## src/rtl/systolic_ctrl.sv

```systemverilog
// systolic_ctrl: job sequencer for the systolic array enables (load W, push W, load A, stream, unload).
// Latency: enables follow the registered state; first LOAD_W cycle is the cycle after start is accepted.
// Backpressure: UNLOAD advances only on out_ready; out_ready low holds the job in UNLOAD indefinitely.
// Optional build macro SA_CTRL_WEIGHT_REUSE_EN adds keep_weights to skip LOAD_W/PUSH_W when weights are resident.

module systolic_ctrl #(
  parameter int ARRAYWIDTH   = 4,
  parameter int CNT_W        = 8,
  parameter int RESULT_DELAY = 7
) (
  input  logic             clk,
  input  logic             rst,
  input  logic             start,
  input  logic [CNT_W-1:0] num_rows,
  input  logic             abort,
  input  logic             out_ready,
`ifdef SA_CTRL_WEIGHT_REUSE_EN
  input  logic             keep_weights,
`endif
  output logic             busy,
  output logic             done,
  output logic             input_buffer_load_en,
  output logic             input_buffer_out_en,
  output logic             weight_buffer_load_en,
  output logic             weight_buffer_out_en,
  output logic             write_weight_en,
  output logic             output_buffer_load_en,
  output logic             output_buffer_out_en
);

  // Counter must reach RESULT_DELAY+M-1 at the largest M without wrapping, and also N-1.
  localparam int CW_A  = CNT_W + 1;
  localparam int CW_B  = $clog2(RESULT_DELAY + (1 << CNT_W));
  localparam int CW_C  = $clog2(ARRAYWIDTH + 1);
  localparam int CW_AB = (CW_A > CW_B) ? CW_A : CW_B;
  localparam int CW    = (CW_AB > CW_C) ? CW_AB : CW_C;

  typedef enum logic [2:0] {
    S_IDLE, S_LOAD_W, S_PUSH_W, S_LOAD_A, S_STREAM, S_UNLOAD, S_DONE
  } state_t;

  state_t           state_q, state_d;
  logic [CW-1:0]    cnt_q, cnt_d;
  logic [CNT_W-1:0] m_q, m_d;
  logic [CW-1:0]    m_ext_q, m_ext_d;
  logic             unload_q;
`ifdef SA_CTRL_WEIGHT_REUSE_EN
  logic             wv_q, wv_d;
`endif

  // Registered-output next values, derived from the next state and counter
  logic busy_d, done_d, ibl_d, ibo_d, wbl_d, wbo_d, obl_d, unload_d;

  assign m_ext_q = {{(CW-CNT_W){1'b0}}, m_q};
  assign m_ext_d = {{(CW-CNT_W){1'b0}}, m_d};

  // Next-state and counter logic; abort overrides everything outside IDLE
  always_comb begin
    state_d = state_q;
    cnt_d   = cnt_q;
    m_d     = m_q;
`ifdef SA_CTRL_WEIGHT_REUSE_EN
    wv_d    = wv_q;
`endif
    case (state_q)
      S_IDLE: begin
        if (start && (num_rows != '0)) begin
          m_d     = num_rows;
          cnt_d   = '0;
          state_d = S_LOAD_W;
`ifdef SA_CTRL_WEIGHT_REUSE_EN
          if (keep_weights && wv_q) state_d = S_LOAD_A;
`endif
        end
      end
      S_LOAD_W: begin
        if (cnt_q == CW'(ARRAYWIDTH - 1)) begin
          cnt_d   = '0;
          state_d = S_PUSH_W;
        end else begin
          cnt_d = cnt_q + 1'b1;
        end
      end
      S_PUSH_W: begin
        if (cnt_q == CW'(ARRAYWIDTH - 1)) begin
          cnt_d   = '0;
          state_d = S_LOAD_A;
`ifdef SA_CTRL_WEIGHT_REUSE_EN
          wv_d    = 1'b1;
`endif
        end else begin
          cnt_d = cnt_q + 1'b1;
        end
      end
      S_LOAD_A: begin
        if (cnt_q == m_ext_q - 1'b1) begin
          cnt_d   = '0;
          state_d = S_STREAM;
        end else begin
          cnt_d = cnt_q + 1'b1;
        end
      end
      S_STREAM: begin
        // Last stream cycle is the one capturing result row M-1
        if (cnt_q == CW'(RESULT_DELAY) + m_ext_q - 1'b1) begin
          cnt_d   = '0;
          state_d = S_UNLOAD;
        end else begin
          cnt_d = cnt_q + 1'b1;
        end
      end
      S_UNLOAD: begin
        if (out_ready) begin
          if (cnt_q == m_ext_q - 1'b1) begin
            cnt_d   = '0;
            state_d = S_DONE;
          end else begin
            cnt_d = cnt_q + 1'b1;
          end
        end
      end
      S_DONE: begin
        state_d = S_IDLE;
      end
      default: begin
        state_d = S_IDLE;
        cnt_d   = '0;
      end
    endcase

    if (abort && (state_q != S_IDLE)) begin
      state_d = S_IDLE;
      cnt_d   = '0;
`ifdef SA_CTRL_WEIGHT_REUSE_EN
      // A partially pushed weight set cannot be trusted for reuse
      if ((state_q == S_LOAD_W) || (state_q == S_PUSH_W)) wv_d = 1'b0;
`endif
    end
  end

  // Output decode for the coming cycle so that every enable leaves a flop
  always_comb begin
    busy_d   = (state_d != S_IDLE);
    done_d   = (state_d == S_DONE);
    ibl_d    = (state_d == S_LOAD_A);
    ibo_d    = (state_d == S_STREAM) && (cnt_d < m_ext_d);
    wbl_d    = (state_d == S_LOAD_W);
    wbo_d    = (state_d == S_PUSH_W);
    obl_d    = (state_d == S_STREAM) && (cnt_d >= CW'(RESULT_DELAY));
    unload_d = (state_d == S_UNLOAD);
  end

  // State, counters and registered enables
  always_ff @(posedge clk or posedge rst) begin
    if (rst) begin
      state_q               <= S_IDLE;
      cnt_q                 <= '0;
      m_q                   <= '0;
      unload_q              <= 1'b0;
      busy                  <= 1'b0;
      done                  <= 1'b0;
      input_buffer_load_en  <= 1'b0;
      input_buffer_out_en   <= 1'b0;
      weight_buffer_load_en <= 1'b0;
      weight_buffer_out_en  <= 1'b0;
      write_weight_en       <= 1'b0;
      output_buffer_load_en <= 1'b0;
`ifdef SA_CTRL_WEIGHT_REUSE_EN
      wv_q                  <= 1'b0;
`endif
    end else begin
      state_q               <= state_d;
      cnt_q                 <= cnt_d;
      m_q                   <= m_d;
      unload_q              <= unload_d;
      busy                  <= busy_d;
      done                  <= done_d;
      input_buffer_load_en  <= ibl_d;
      input_buffer_out_en   <= ibo_d;
      weight_buffer_load_en <= wbl_d;
      weight_buffer_out_en  <= wbo_d;
      write_weight_en       <= wbo_d;
      output_buffer_load_en <= obl_d;
`ifdef SA_CTRL_WEIGHT_REUSE_EN
      wv_q                  <= wv_d;
`endif
    end
  end

  // Drain handshake is same-cycle: a row leaves whenever downstream is ready
  assign output_buffer_out_en = unload_q & out_ready;

endmodule
```

## config.mk

```make
export PLATFORM = sky130hd
export DESIGN_NAME = systolic_ctrl
export DESIGN_NICKNAME = d
export VERILOG_FILES = /design/src/rtl/systolic_ctrl.sv
export SDC_FILE = /design/constraint.sdc
export NUM_CORES = 1
export LEC_CHECK = 0
export BUFFER_PORTS_ARGS = -buffer_cell sky130_fd_sc_hd__buf_2
export CORE_UTILIZATION = 35
export CTS_BUF_LIST = sky130_fd_sc_hd__clkbuf_8
export DETAILED_ROUTE_END_ITERATION = 8
export GPL_ROUTABILITY_DRIVEN = 0
export PLACE_DENSITY = 0.55
export SYNTH_ARGS = -nofsm -noshare
export SYNTH_HDL_FRONTEND = slang
export SYNTH_SLANG_ARGS = --single-unit
```

## constraint.sdc

```tcl
create_clock -name clk -period 3.5 [get_ports clk]
set_input_delay 0.175 -clock clk [delete_from_list [all_inputs] [get_ports clk]]
set_output_delay 0.175 -clock clk [all_outputs]
set_load 0.01 [all_outputs]
```

==> results.tsv, run 1 <==
stage	metric	value	unit
finish	commonest cells after routing, fill and taps aside	buf_4, dfrtp_1, nor2_1, buf_2, inv_1	
clock_network	H-tree Lvls	1	
synthesis	Yosys top cell area share	31.91	%
global_route	first-pass GRT wire length	9128	um
critical_path	startpoint types	flip-flop	
global_route	initial antenna violation count	0	
finish	share of cells above drive strength 1	27.85	%
place	Place WS	0.06793	ns
drt	Via density	5.249	
synthesis	ys async rst share	100.0	%
power	Comb pwr share	59.0	%
finish	fill cell count	585	
clock_network	Worst-Skew Late Latency	0.28	ns
global_route	M2 GR Usage	28.99	%
die	FP Rows	28	
timing	Setup-failing EPs final	0	
synthesis	syn avg cell area	8.611	sq um
timing	period utilisation layout	96.83	%
synthesis	synth unique cells	57	
clock_network	cts bufs inserted	3	
finish	P&R area growth vs syn	24.27	%
run	Max Cap Viol	0	
power	Switch Pwr	0.0008302	W
synthesis	cell taking the most area after synthesis	dfrtp_1	
synthesis	adder-cell area share of the yosys netlist	5.698	%
synthesis	syn_nets	278	
finish	commonest non-fill, non-tap cell in the layout	buf_4	
critical_path	Crit path arrival time	3.58	ns
drt	DRC	0	
drt	DRT Wirelength	5652	um
critical_path	CP most frequent cell	a21oi_2	
synthesis	Netlist Area Pre-Place	2196	sq um
finish	# nets final	322	
global_route	GR met1 Demand/Resource	25.43	%
power	P_int	0.001113	W
synthesis	mux cell area share after synthesis	5.071	%
finish	n_diodes	0	
die	IO Count	22	
global_route	busiest grt layer	met2	
die	Core ar.	5991	sq um
global_route	overflow left after global routing	0	
critical_path	highest-delay cell along the critical path	dfrtp_1	
power	leakage dissipation	1.302	nW
die	Die X	81.21	um
global_route	GR Util met3	1.573	%
global_route	largest net degree at the start of global routing	29	
critical_path	Crit path max-delay family	compound AO/OA/AOI/OAI gates	
timing	Hold Violations, Final	0	
clock_network	Clock Path Buffers	2	
die	chip height	81.21	um
critical_path	largest stage delay on the critical path	0.40	ns
synthesis	EDFF count, synth	0	
timing	Clock Skews	0.009833	ns
place	Post-DP HPWL	4329	um
timing	Final min period	3.389	ns
critical_path	reg2reg setup slack	0.11	ns
power	sequential share of power	27.9	%
synthesis	ranking of synthesized cells by area	dfrtp_1, ha_1, xor2_1	
synthesis	Warnings, synthesis	0	
drt	number of DRC markers in iteration 0	137	
drt	Final ANT Viol Nets	0	
synthesis	Synth Register Bits	28	
drt	total number of vias	1958	
synthesis	Compound-Gate Fraction of Synth Area	18.06	%
critical_path	Buf/Inv on CP	1	
critical_path	crit-path cells	buf_4 -> o2111a_1 -> a31o_2 -> a211oi_1 -> nor4_2 -> o31ai_4 -> a21oi_2 -> o211ai_1 -> and2_4 -> ha_4 -> a21o_1 -> a21o_1 -> a21oi_2 -> a21oi_2 -> nor4b_2	
synthesis	sequential-to-total area share from yosys stat	31.91	%
global_route	gr usage total	18.11	%
critical_path	crit path capture type	flip-flop	
power	VDD IR max	0.0003253	V
power	clock share of power	13.1	%
power	Sw Share	42.72	%
clock_network	post-cts hold buffer count	0	
critical_path	worst path required time	3.69	ns
synthesis	prevailing post-synth register cell	dfrtp_1	
die	total die area	6594	sq um
drt	WL per Instance	15.15	um
clock_network	clock root cell	clkbuf_8	
worst_hold_path	worst min path class	input pin to flip-flop	
critical_path	kind of critical path	flip-flop to flip-flop	
die	Starting Density	36.65	%
timing	Worst Setup Slack, final	0.1111	ns
clock_network	clk sink count	28	
timing	Slew headroom	27.69	%
clock_network	Reg clk slew, reported paths	0.10	ns
timing	RSZ-0062 raised after global routing	true	
timing	worst-margin pin slew	1.083	ns
timing	Slew Limit Fails	0	
synthesis	Mapped Cells	255	
clock_network	CTS tree	done	
drt	TritonRoute pass-1 iters	4	
synthesis	simple-gate area share of the yosys netlist	24.16	%
run_status	status	complete, no violations	
timing	fmax	295.1	MHz
finish	final core occ	45.55	%
place	port buffer count	21	
global_route	vias in the first global route	1862	
synthesis	XOR/XNOR Fraction of Synth Area	8.376	%
critical_path	crit path max fanout	5	
synthesis	largest family of logic cells by synthesized area	simple AND/OR/NAND/NOR gates	
power	Power Density	712.1	nW/um^2
==> per-layer routing <==
| metal | routed length, um | vias to the layer above |
|---|---|---|
| met5 | 0 | - |
| met4 | 104 | 0 |
| met1 | 2781 | 925 |
| met3 | 95 | 9 |
| li1 | - | 995 |
| met2 | 2670 | 29 |
==> worst register-to-register path: stages, from the launching register on <==
cell and delay (ns):
dfrtp_1 0.40, buf_4 0.16, o2111a_1 0.31, a31o_2 0.25, a211oi_1 0.26, nor4_2 0.12, o31ai_4 0.33, a21oi_2 0.05
o211ai_1 0.23, and2_4 0.21, ha_4 0.19, a21o_1 0.15, a21o_1 0.16, a21oi_2 0.13, a21oi_2 0.07, nor4b_2 0.27
==> through the flow <==
stage / hold slack (ns) / setup TNS (ns) / area (sq um) / power, W / instances
detailed placement: 0.4290 / 0 / 2536 / 0.001556 / 366
CTS: 0.1328 / 0 / 2608 / 0.001816 / 370
finish: 0.1391 / 0 / 2729 / 0.001943 / 373
global route: 0.1451 / -0.09645 / 2729 / 0.002112 / 373
global placement: 0.4234 / 0 / 2536 / 0.001557 / 366
floorplan: 0.2404 / 0 / 2196 / 0.001234 / 255
==> registers in the layout, indices dropped and copies added, names as in the netlist <==
signal	cells
output_buffer_load_en	1
input_buffer_out_en	1
weight_buffer_load_en	1
unload_q	1
state_q	3
input_buffer_load_en	1
m_q	8
done	1
write_weight_en	1
busy	1
cnt_q	9
==> cells by family after synthesis <==
kind of cell / count (synthesis)
buffers and inverters: 34
DFF: 28
muxes: 11
and+or+nand+nor: 93
adders and majority gates: 10
xor gates and xnor gates: 21
AOI/OAI and AO/OA: 58
==> final timing paths <==
| check | from | endpoint | depth (start not counted) |
|---|---|---|---|
| max | m_q[2] | input_buffer_out_en | 15 |
| min | abort | done | 2 |
| max reg2reg | m_q[2] | input_buffer_out_en | 15 |
| min reg2reg | m_q[1] | m_q[1] | 3 |
| max in group asynchronous | rst | m_q[3] | 2 |
| min in group asynchronous | rst | m_q[6] | 2 |
==> timing repair <==
action / 4_1_cts / 5_1_grt
setup buffers: 0 / 3
endpoints found under the setup margin: 0 / 1
resized for setup: 0 / 26
==> power by group through the flow <==
stage | Combinational (W) | Sequential, W | Clock, W
after floorplan | 0.000738 | 0.000496 | 0
after global placement | 0.00102 | 0.000540 | 0
after detailed placement | 0.00102 | 0.000540 | 0
after CTS | 0.00102 | 0.000533 | 0.000261
after global routing | 0.00128 | 0.000564 | 0.000272
final | 0.00115 | 0.000543 | 0.000254
==> final cells by class <==
class,instances,area (sq um),share of cell area (%)
clock inverter,1,30.03,1.100
multi-input combinational,193,1445,52.96
clock buffer,3,41.29,1.513
sequential,28,701.9,25.72
timing repair buffer,52,337.8,12.38
inverter,21,78.83,2.889
tap,75,93.84,3.439
==> synth_stat cells, drive strengths merged, types with 3 or more instances <==
cell and n:
dfrtp 28, nor2 26, inv 21, o21ai 14
nand2 13, a21oi 12, nand3 12, xor2 12
ha 10, mux2i 10, buf 9, xnor2 9
and2 6, nand2b 5, a21o 4, clkbuf 4
nor2b 4, o211ai 4, a22oi 3, and3 3
nor4 3, nor4b 3
No activity file was read; power rests on OpenSTA's default activity.
==> run 2: changes to the inputs <==
==> constraint.sdc (replaced) <==
create_clock -name clk -period 3.5 [get_ports clk]
set_input_delay 0.7 -clock clk [delete_from_list [all_inputs] [get_ports clk]]
set_output_delay 0.7 -clock clk [all_outputs]
set_load 0.01 [all_outputs]
==> run 2 against run 1 <==
  * Register-to-register slack gained 0.02 ns
  * Largest cell class unchanged
  * Combinational power fell by 4%
  * Maximum frequency is 0.40% higher
  * Global-route usage increased by 0.23 points
  * Clock skew is 0.0041 ns lower
  * Utilization down 0.15 points
  * Sequential share of layout area grew 0.13 points
  * Critical path depth increased by 1
==> results.tsv, run 2 (same netlist as run 1, synthesis figures left out) <==
stage	metric	value	unit	change
run_status	status	complete, no violations		
power	VDD IR max	0.0004195	V	+29%
finish	share of cells above drive strength 1	27.00	%	-0.85 points
critical_path	Crit path arrival time	3.57	ns	about the same
drt	DRC	0		unchanged
clock_network	Reg clk slew, reported paths	0.10	ns	about the same
drt	WL per Instance	14.57	um	-3.9%
die	Starting Density	36.65	%	unchanged
clock_network	post-cts hold buffer count	0		unchanged
finish	most flop-heavy register	cnt_q		
worst_hold_path	hold_sp	abort		
global_route	overflow left after global routing	0		unchanged
finish	P&R area growth vs syn	23.87	%	
critical_path	reg2reg setup slack	0.13	ns	+0.02 ns
finish	max reg flops	9		unchanged
clock_network	H-tree Lvls	1		unchanged
finish	commonest cells after routing, fill and taps aside	buf_4, nor2_1, dfrtp_1, buf_2, inv_1		
timing	Slew Limit Fails	0		unchanged
global_route	initial antenna violation count	0		unchanged
critical_path	crit path capture type	flip-flop		
die	total die area	6594	sq um	unchanged
place	cell count after placement	371		+1.4%
global_route	gr usage total	18.34	%	+0.23 points
finish	register area	703.2	sq um	+0.18%
drt	Final ANT Viol Nets	0		unchanged
critical_path	worst path required time	3.69	ns	about the same
timing	worst-margin pin slew	1.058	ns	-0.02524 ns
finish	n_diodes	0		unchanged
finish	biggest regs	cnt_q (9), m_q (8), state_q (3)		
clock_network	cts bufs inserted	3		unchanged
place	DP Area	2574	sq um	+1.5%
global_route	first-pass GRT wire length	9135	um	about the same
clock_network	clk sink count	28		unchanged
timing	fmax	296.3	MHz	+0.40%
clock_network	clock root cell	clkbuf_8		
finish	# nets final	324		+0.62%
critical_path	Critical R2R Capture	input_buffer_out_en		
critical_path	worst reg-to-reg path cell count	17		+2
clock_network	Clock Path Buffers	2		unchanged
worst_hold_path	Worst Hold Endpoint	done		
drt	total number of vias	1950		-0.41%
timing	Final min period	3.375	ns	-0.01357 ns
power	Design Power	0.001903	W	-2.1%
timing	Hold Violations, Final	0		unchanged
die	FP Rows	28		unchanged
critical_path	kind of critical path	input pin to flip-flop		
place	Post-DP HPWL	4384	um	+1.3%
timing	RSZ-0062 raised after global routing	true		
clock_network	CTS tree	done		
clock_network	Worst-Skew Late Latency	0.28	ns	about the same
die	chip height	81.21	um	unchanged
drt	DRT Wirelength	5462	um	-3.4%
critical_path	worst flop-to-flop path startpoint	m_q[1]		
timing	Clock Skews	0.005718	ns	-0.004115 ns
die	Die X	81.21	um	unchanged
drt	TritonRoute pass-1 iters	4		unchanged
global_route	largest net degree at the start of global routing	29		unchanged
finish	design area	2720	sq um	-0.32%
run	Max Cap Viol	0		unchanged
power	leakage dissipation	1.305	nW	+0.25%
finish	Finished Layout Cells	375		+0.54%
global_route	vias in the first global route	1858		-0.21%
power	Power Density	699.7	nW/um^2	-1.7%
critical_path	startpoint types	input pin		
worst_hold_path	Hold Crit Depth	2		unchanged
drt	number of DRC markers in iteration 0	107		-22%
die	Core ar.	5991	sq um	unchanged
clock_network	postcts setup bufs	0		unchanged
timing	period utilisation layout	96.44	%	-0.39 points
finish	area occupied by multi-input gates	1420	sq um	-1.7%
timing	Slew headroom	29.37	%	+1.7 points
finish	commonest non-fill, non-tap cell in the layout	buf_4		
timing	Setup-failing EPs final	0		unchanged
place	port buffer count	21		unchanged
critical_path	crit path max fanout	2		-3
drt	Via density	5.200		-0.94%
worst_hold_path	worst min path class	input pin to flip-flop		
finish	fill cell count	571		-2.4%
timing	worst hold slack	0.6474	ns	+0.5083 ns
die	IO Count	22		unchanged
-- run 2: cell types whose count changed in the layout (fill, tap and decap cells not counted), sizes merged --
cell	change
buf	+2
-- run 2: layer usage --
| layer | vias to the layer above | global-route usage, % | wire length, um |
|---|---|---|---|
| met1 | 927 | 25.91 | 2690 |
| li1 | 993 | - | - |
| met3 | 5 | 1.461 | 155 |
| met5 | - | 0 | 0 |
| met2 | 25 | 29.41 | 2560 |
| met4 | 0 | 5.893 | 56 |
-- run 2: how the worst max path moves through the flow --
stage / from / depth (start not counted) / slack, ns / endpoint
final: num_rows[4] / 16 / 0.12 / input_buffer_out_en
after global routing: m_q[1] / 17 / -0.08 / input_buffer_out_en
after CTS: m_q[2] / 17 / 0.01 / input_buffer_out_en
after detailed placement: num_rows[4] / 16 / -0.20 / input_buffer_out_en
after global placement: m_q[1] / 15 / -0.17 / input_buffer_out_en
after floorplan: num_rows[4] / 14 / 0.12 / input_buffer_out_en
-- run 2: layout make-up --
class / instances / share of cell area, %
well taps: 75 / 3.450
repair buffers: 54 / 12.97
flip-flops and latches: 28 / 25.85
clock buffers: 3 / 1.518
inverters: 21 / 2.898
multi-input cells: 193 / 52.21
clock inverters: 1 / 1.104
-- run 2: where the power goes --
part           switching [W]  internal [W]
Combinational       0.000580      0.000522
Sequential          0.000137      0.000410
Clock               0.000102      0.000153
-- run 2: timing repair --
item / 4_1_cts / 5_1_grt
endpoints found under the setup margin: 1 / 1
gates resized for setup: 3 / 16
pin swaps: 4 / 3
-- run 2: metrics by stage --
| stage | setup WS (ns) | setup TNS, ns | utilization, % |
|---|---|---|---|
| after global placement | -0.1676 | -0.1676 | 42.96 |
| after global routing | -0.07698 | -0.07698 | 45.41 |
| after floorplan | 0.1225 | 0 | - |
| final | 0.1246 | 0 | 45.41 |
| after detailed placement | -0.1978 | -0.1978 | 42.96 |
| after CTS | 0.01242 | 0 | 44.36 |
-- run 2: critical path, cell delays in order --
cell and delay [ns]:
buf_2 0.10, or4_1 0.53, o21ai_1 0.15, buf_4 0.13, nand2_1 0.06, nor2_1 0.09
a21oi_1 0.04, or3b_2 0.45, o211ai_1 0.13, and2_1 0.19, ha_1 0.24, a21o_1 0.16
a21o_1 0.18, a21oi_2 0.12, a21oi_1 0.08, nor4b_2 0.21
